### config.mk
export PLATFORM = sky130hd
export DESIGN_NAME = cpu_run_monitor
export DESIGN_NICKNAME = d
export VERILOG_FILES = /design/src/rtl/cpu_run_monitor.sv
export SDC_FILE = /design/constraint.sdc
export NUM_CORES = 1
export LEC_CHECK = 0
export ABC_CLOCK_PERIOD_IN_PS = 3180
export BUFFER_PORTS_ARGS = -buffer_cell sky130_fd_sc_hd__buf_2
export CAP_MARGIN = 20
export CORE_AREA = 2 2 96 98
export CTS_CLUSTER_SIZE = 12
export DETAILED_ROUTE_END_ITERATION = 8
export DIE_AREA = 0 0 98 100
export MAX_ROUTING_LAYER = met4
export PLACE_DENSITY = 0.91
export SETUP_SLACK_MARGIN = 0.2
export SLEW_MARGIN = 20
export SYNTH_ARGS = -nofsm -noshare
export SYNTH_HDL_FRONTEND = slang
export SYNTH_SLANG_ARGS = --single-unit
### constraint.sdc
create_clock -name clock -period 3.18 [get_ports clock]
set_clock_uncertainty 0.05 [all_clocks]
set_input_delay 0.636 -clock clock [delete_from_list [all_inputs] [get_ports clock]]
set_output_delay 0.636 -clock clock [all_outputs]
set_load 0.005 [all_outputs]
### src/rtl/cpu_run_monitor.sv
// cpu_run_monitor: sequences the cpu reset, counts run cycles and judges pass/timeout from the status lights.
// Optional heartbeat output and HB_SHIFT parameter: define CPU_RUN_MONITOR_HEARTBEAT_EN.
module cpu_run_monitor #(
    parameter int NUM_LIGHTS    = 1,
    parameter int CNT_W         = 32,
    parameter int RESET_CYCLES  = 4,
    parameter int STABLE_CYCLES = 8
`ifdef CPU_RUN_MONITOR_HEARTBEAT_EN
    ,
    parameter int HB_SHIFT      = 24
`endif
) (
    input  logic                  clock,
    input  logic                  clrn,
    input  logic                  start,
    input  logic [CNT_W-1:0]      timeout_limit,
    input  logic [NUM_LIGHTS-1:0] expect_mask,
    input  logic [NUM_LIGHTS-1:0] light,
    output logic                  cpu_clrn,
    output logic                  busy,
    output logic                  done,
    output logic                  pass,
    output logic                  timed_out,
    output logic [CNT_W-1:0]      cycle_count
`ifdef CPU_RUN_MONITOR_HEARTBEAT_EN
    ,
    output logic                  heartbeat
`endif
);
    localparam int RW = RESET_CYCLES > 1 ? $clog2(RESET_CYCLES) : 1;
    localparam int SW = STABLE_CYCLES > 1 ? $clog2(STABLE_CYCLES) : 1;

    typedef enum logic [1:0] {IDLE, RESET, RUN, DONE} state_t;

    state_t                state;
    logic [RW-1:0]         rst_cnt;
    logic [SW-1:0]         stable_cnt;
    logic [NUM_LIGHTS-1:0] mask_q;
    logic [CNT_W-1:0]      limit_q;
    logic [CNT_W-1:0]      cnt_inc;
    logic                  match;
    logic                  stable_hit;
    logic                  limit_hit;

    // Completion conditions evaluated on every RUN cycle; a stable match outranks the timeout
    always_comb begin
        cnt_inc    = cycle_count + CNT_W'(1);
        match      = light == mask_q;
        stable_hit = match && stable_cnt == SW'(STABLE_CYCLES - 1);
        limit_hit  = limit_q != '0 && cnt_inc == limit_q;
    end

    // Run sequencer: IDLE/DONE wait for start, RESET holds the cpu, RUN watches the lights
    always_ff @(posedge clock or negedge clrn) begin
        if (!clrn) begin
            state       <= IDLE;
            cpu_clrn    <= 1'b0;
            busy        <= 1'b0;
            done        <= 1'b0;
            pass        <= 1'b0;
            timed_out   <= 1'b0;
            cycle_count <= '0;
            rst_cnt     <= '0;
            stable_cnt  <= '0;
            mask_q      <= '0;
            limit_q     <= '0;
        end else begin
            case (state)
                IDLE, DONE: begin
                    if (start) begin
                        state       <= RESET;
                        mask_q      <= expect_mask;
                        limit_q     <= timeout_limit;
                        cpu_clrn    <= 1'b0;
                        busy        <= 1'b1;
                        done        <= 1'b0;
                        pass        <= 1'b0;
                        timed_out   <= 1'b0;
                        cycle_count <= '0;
                        rst_cnt     <= '0;
                        stable_cnt  <= '0;
                    end
                end
                RESET: begin
                    rst_cnt <= rst_cnt + 1'b1;
                    if (rst_cnt == RW'(RESET_CYCLES - 1)) begin
                        state    <= RUN;
                        cpu_clrn <= 1'b1;
                    end
                end
                RUN: begin
                    cycle_count <= &cycle_count ? cycle_count : cnt_inc;
                    stable_cnt  <= match ? stable_cnt + 1'b1 : '0;
                    if (stable_hit || limit_hit) begin
                        state     <= DONE;
                        busy      <= 1'b0;
                        done      <= 1'b1;
                        pass      <= stable_hit;
                        timed_out <= !stable_hit;
                    end
                end
                default: state <= IDLE;
            endcase
        end
    end

`ifdef CPU_RUN_MONITOR_HEARTBEAT_EN
    // Toggle on each falling edge of cycle_count[HB_SHIFT-1] while running, i.e. every 2^HB_SHIFT cycles
    always_ff @(posedge clock or negedge clrn) begin
        if (!clrn)
            heartbeat <= 1'b0;
        else if (state == RUN && !(&cycle_count) && cycle_count[HB_SHIFT-1] && !cnt_inc[HB_SHIFT-1])
            heartbeat <= ~heartbeat;
    end
`endif

endmodule
==> results_dict.tcl <==
set metrics [dict create \
    status "complete, no violations" \
    core_um2 8890 \
    rows 35 \
    synth.ff_latch_count 77 \
    die_w_um 98 \
    p_per_area_nw_per_um2 724 \
    grt_max_degree 78 \
    synth.largest_area_cell "dfrtp_1" \
    synth_flop_cell "dfrtp_1" \
    crit_path_start_kind "flip-flop" \
    leakagePower_nw 2.59 \
    io_buffers 73 \
    drt_wl_total_um 14900 \
    gp_congestion 1.01 \
    rsz0062_at_grt "yes" \
    cts_tree "yes" \
    syn_inst 525 \
    async_flop_share_pct 100 \
    vias 4816 \
    final_max_slew_viol_count 0 \
    grt_antenna_before_repair 0 \
    htree_levels 3 \
    cts-hold-fix-buffers 0 \
    ff2ff_path_depth 9 \
    io_pins 74 \
    die-area_um2 9800 \
    grt.overflow.total 0 \
    hp-class "input port to asynchronous set/reset pin" \
    drtAntennaViolNets 0 \
    clkTransAtPathRegs_ns 0.08 \
    layout_min_cycle_time_ns 2.99 \
    dpl.hpwl_um 10200 \
    grt_pass1_wl_um 22900 \
    cts.root.buffer_cell "clkbuf_8" \
    first_global_vias 4482 \
    seq_area_um2 1940 \
    worst_pin_slew_ns 0.753 \
    maxCapViolations 0 \
    syn_nets 569 \
    synth_cell_types 66 \
    multi_input_area_um2 2970 \
    path_class "flip-flop to flip-flop" \
    synthTopCellsByCount "dfrtp_1 (77), nand2_1 (41), o21ai_0 (40)" \
    synth-edff-count 0 \
    hold_viol 0 \
    fin_nets 666 \
    finalSetupTns_ns 0 \
    slew_headroom_pct 49.2 \
    drt_iter0_drc 521 \
    viasPerCell 6.54 \
    setup.worst_path.end_class "flip-flop" \
    clkSinkCount 77 \
    ir_worst_vdd_v 0.000570 \
    syn_to_final_growth_pct 19.6 \
    cts_buffers 9 \
    synth-seq-area-share_pct 38.6 \
    critPathRequiredTime_ns 3.37 \
    synth_most_common_cell "dfrtp_1" \
    reg2reg_slack_ns 0.19 \
    drc 0 \
    fp.dieH_um 100 \
    r2r_end "busy" \
    track_usage_pct 30.0 \
    drive_above_1_share_pct 31.8 \
    timing.final.crit_share_pct 94.0 \
    reg2reg_from "cycle_count[4]" \
    synth_top_area_share_pct 38.6 \
    cp_data_arrival_time_ns 3.18 \
    wl_per_cell_um 20.2 \
    setup_viol 0 \
    clk_latency_ns 0.36 \
    synth_area_leaders "dfrtp_1 (39%), mux2_2 (7.9%), xnor2_1 (5.3%), o21ai_0 (4.0%), o31ai_1 (3.5%)" \
    setup_ws_ns 0.189 \
    initial_utilization_pct 56.2 \
    max_freq_ghz 0.334 \
    pre_cts_slack_ns 0.0298 \
    drtPass1Iterations 6 \
    clk_path_buf_depth 2 \
    antenna-diode-count 0 \
    netlist_area_um2 4990 \
    fillCellCount 696 \
    synth_warnings 0 \
    critPathMaxFanout 6 \
    avgSynthCellArea_um2 9.51 \
]
[cell usage in the layout, fill, tap and decap left out, types with 5 or more instances in the layout]
master and n:
buf_2 72, dfrtp_1 69, buf_4 43, nand2_1 41
o21ai_0 40, mux2_2 34, xnor2_1 30, nor2_1 28
o31ai_1 23, nand3_1 20, a21oi_1 16, nand4_1 15
xor2_1 15, nor4_1 11, inv_1 10, nor3_1 10
a31oi_1 10, and2_1 9, clkbuf_8 9, dfrtp_2 8
nor4_4 6, or3_1 6, ha_1 6, nand2b_1 5
[state kept, by name, summed over array words and instances (netlist names)]
register and flops:
busy 1, cycle_count 32, stable_cnt 3, rst_cnt 2, mask_q 1, state 2
limit_q 32, timed_out 1, pass 1, done 1, cpu_clrn 1
[how the worst max path moves through the flow]
stage | startpoint | to | slack (ns) | cells past startpoint
after floorplan | cycle_count[0] | busy | 0.35 | 10
after global placement | cycle_count[7] | busy | 0.03 | 9
after detailed placement | cycle_count[1] | busy | 0.03 | 9
after CTS | cycle_count[1] | busy | 0.21 | 10
after global routing | cycle_count[1] | state[0] | 0.16 | 10
final | cycle_count[4] | busy | 0.19 | 9
[stage by stage]
stage	instance area, um^2	power [mW]	cells	hold WS (ns)	utilization [%]
2_1_floorplan	4990	2.90	525	0.290	-
3_3_place_gp	5570	3.40	704	0.432	62.6
3_5_place_dp	5570	3.49	704	0.442	62.6
4_1_cts	5800	4.22	724	0.432	65.3
6_report	5970	4.33	736	0.252	67.2
5_1_grt	5970	4.56	736	0.318	67.2
[cell type report]
class	count	area share, %
multi-input combinational	407	49.7
sequential	77	32.4
timing repair buffer	117	12.0
tap	111	2.33
clock buffer	10	2.14
clock inverter	4	0.859
inverter	10	0.628
[what timing repair did]
item | in CTS | in global routing
setup endpoints to repair | 27 | 31
gates resized for setup | 2 | 17
pin swaps | 2 | 6
cloned | 0 | 1
setup buffers | 6 | 11
endpoints found under the hold margin | 0 | 0
[power breakdown]
part           switching, mW  leakage, nW  total (mW)  internal, mW
registers              0.327        0.975        1.58          1.25
logic                   1.12         1.53        2.02         0.893
clock network          0.378       0.0882       0.732         0.355
total                   1.83         2.59        4.33          2.50
[logic make-up after synthesis]
| logic type | synth area share [%] |
|---|---|
| AO/OA/AOI/OAI | 16.9 |
| adder cells (fa/ha/maj) | 1.75 |
| buffers and inverters | 3.68 |
| XOR/XNOR | 8.07 |
| AND/OR/NAND/NOR | 22.3 |
| multiplexers | 8.69 |
| flip-flops | 38.6 |
[worst max-delay path, stage by stage, from the launching register on]
cell and delay [ns]:
dfrtp_1 0.50, buf_4 0.20, and4_1 0.36, nand2_1 0.16, o311ai_0 0.71, nor2_1 0.15
nor2_1 0.12, and4b_1 0.26, a21oi_2 0.08, o31a_1 0.29
[per-layer routing]
layer | wire (um) | global-route usage (%) | vias to the layer above
li1 | - | - | 2157
met1 | 6160 | 40.0 | 2336
met2 | 6900 | 45.3 | 266
met3 | 1280 | 6.48 | 57
met4 | 521 | 11.3 | 0
met5 | 0 | - | -
Power figures use the tool's default switching activity.
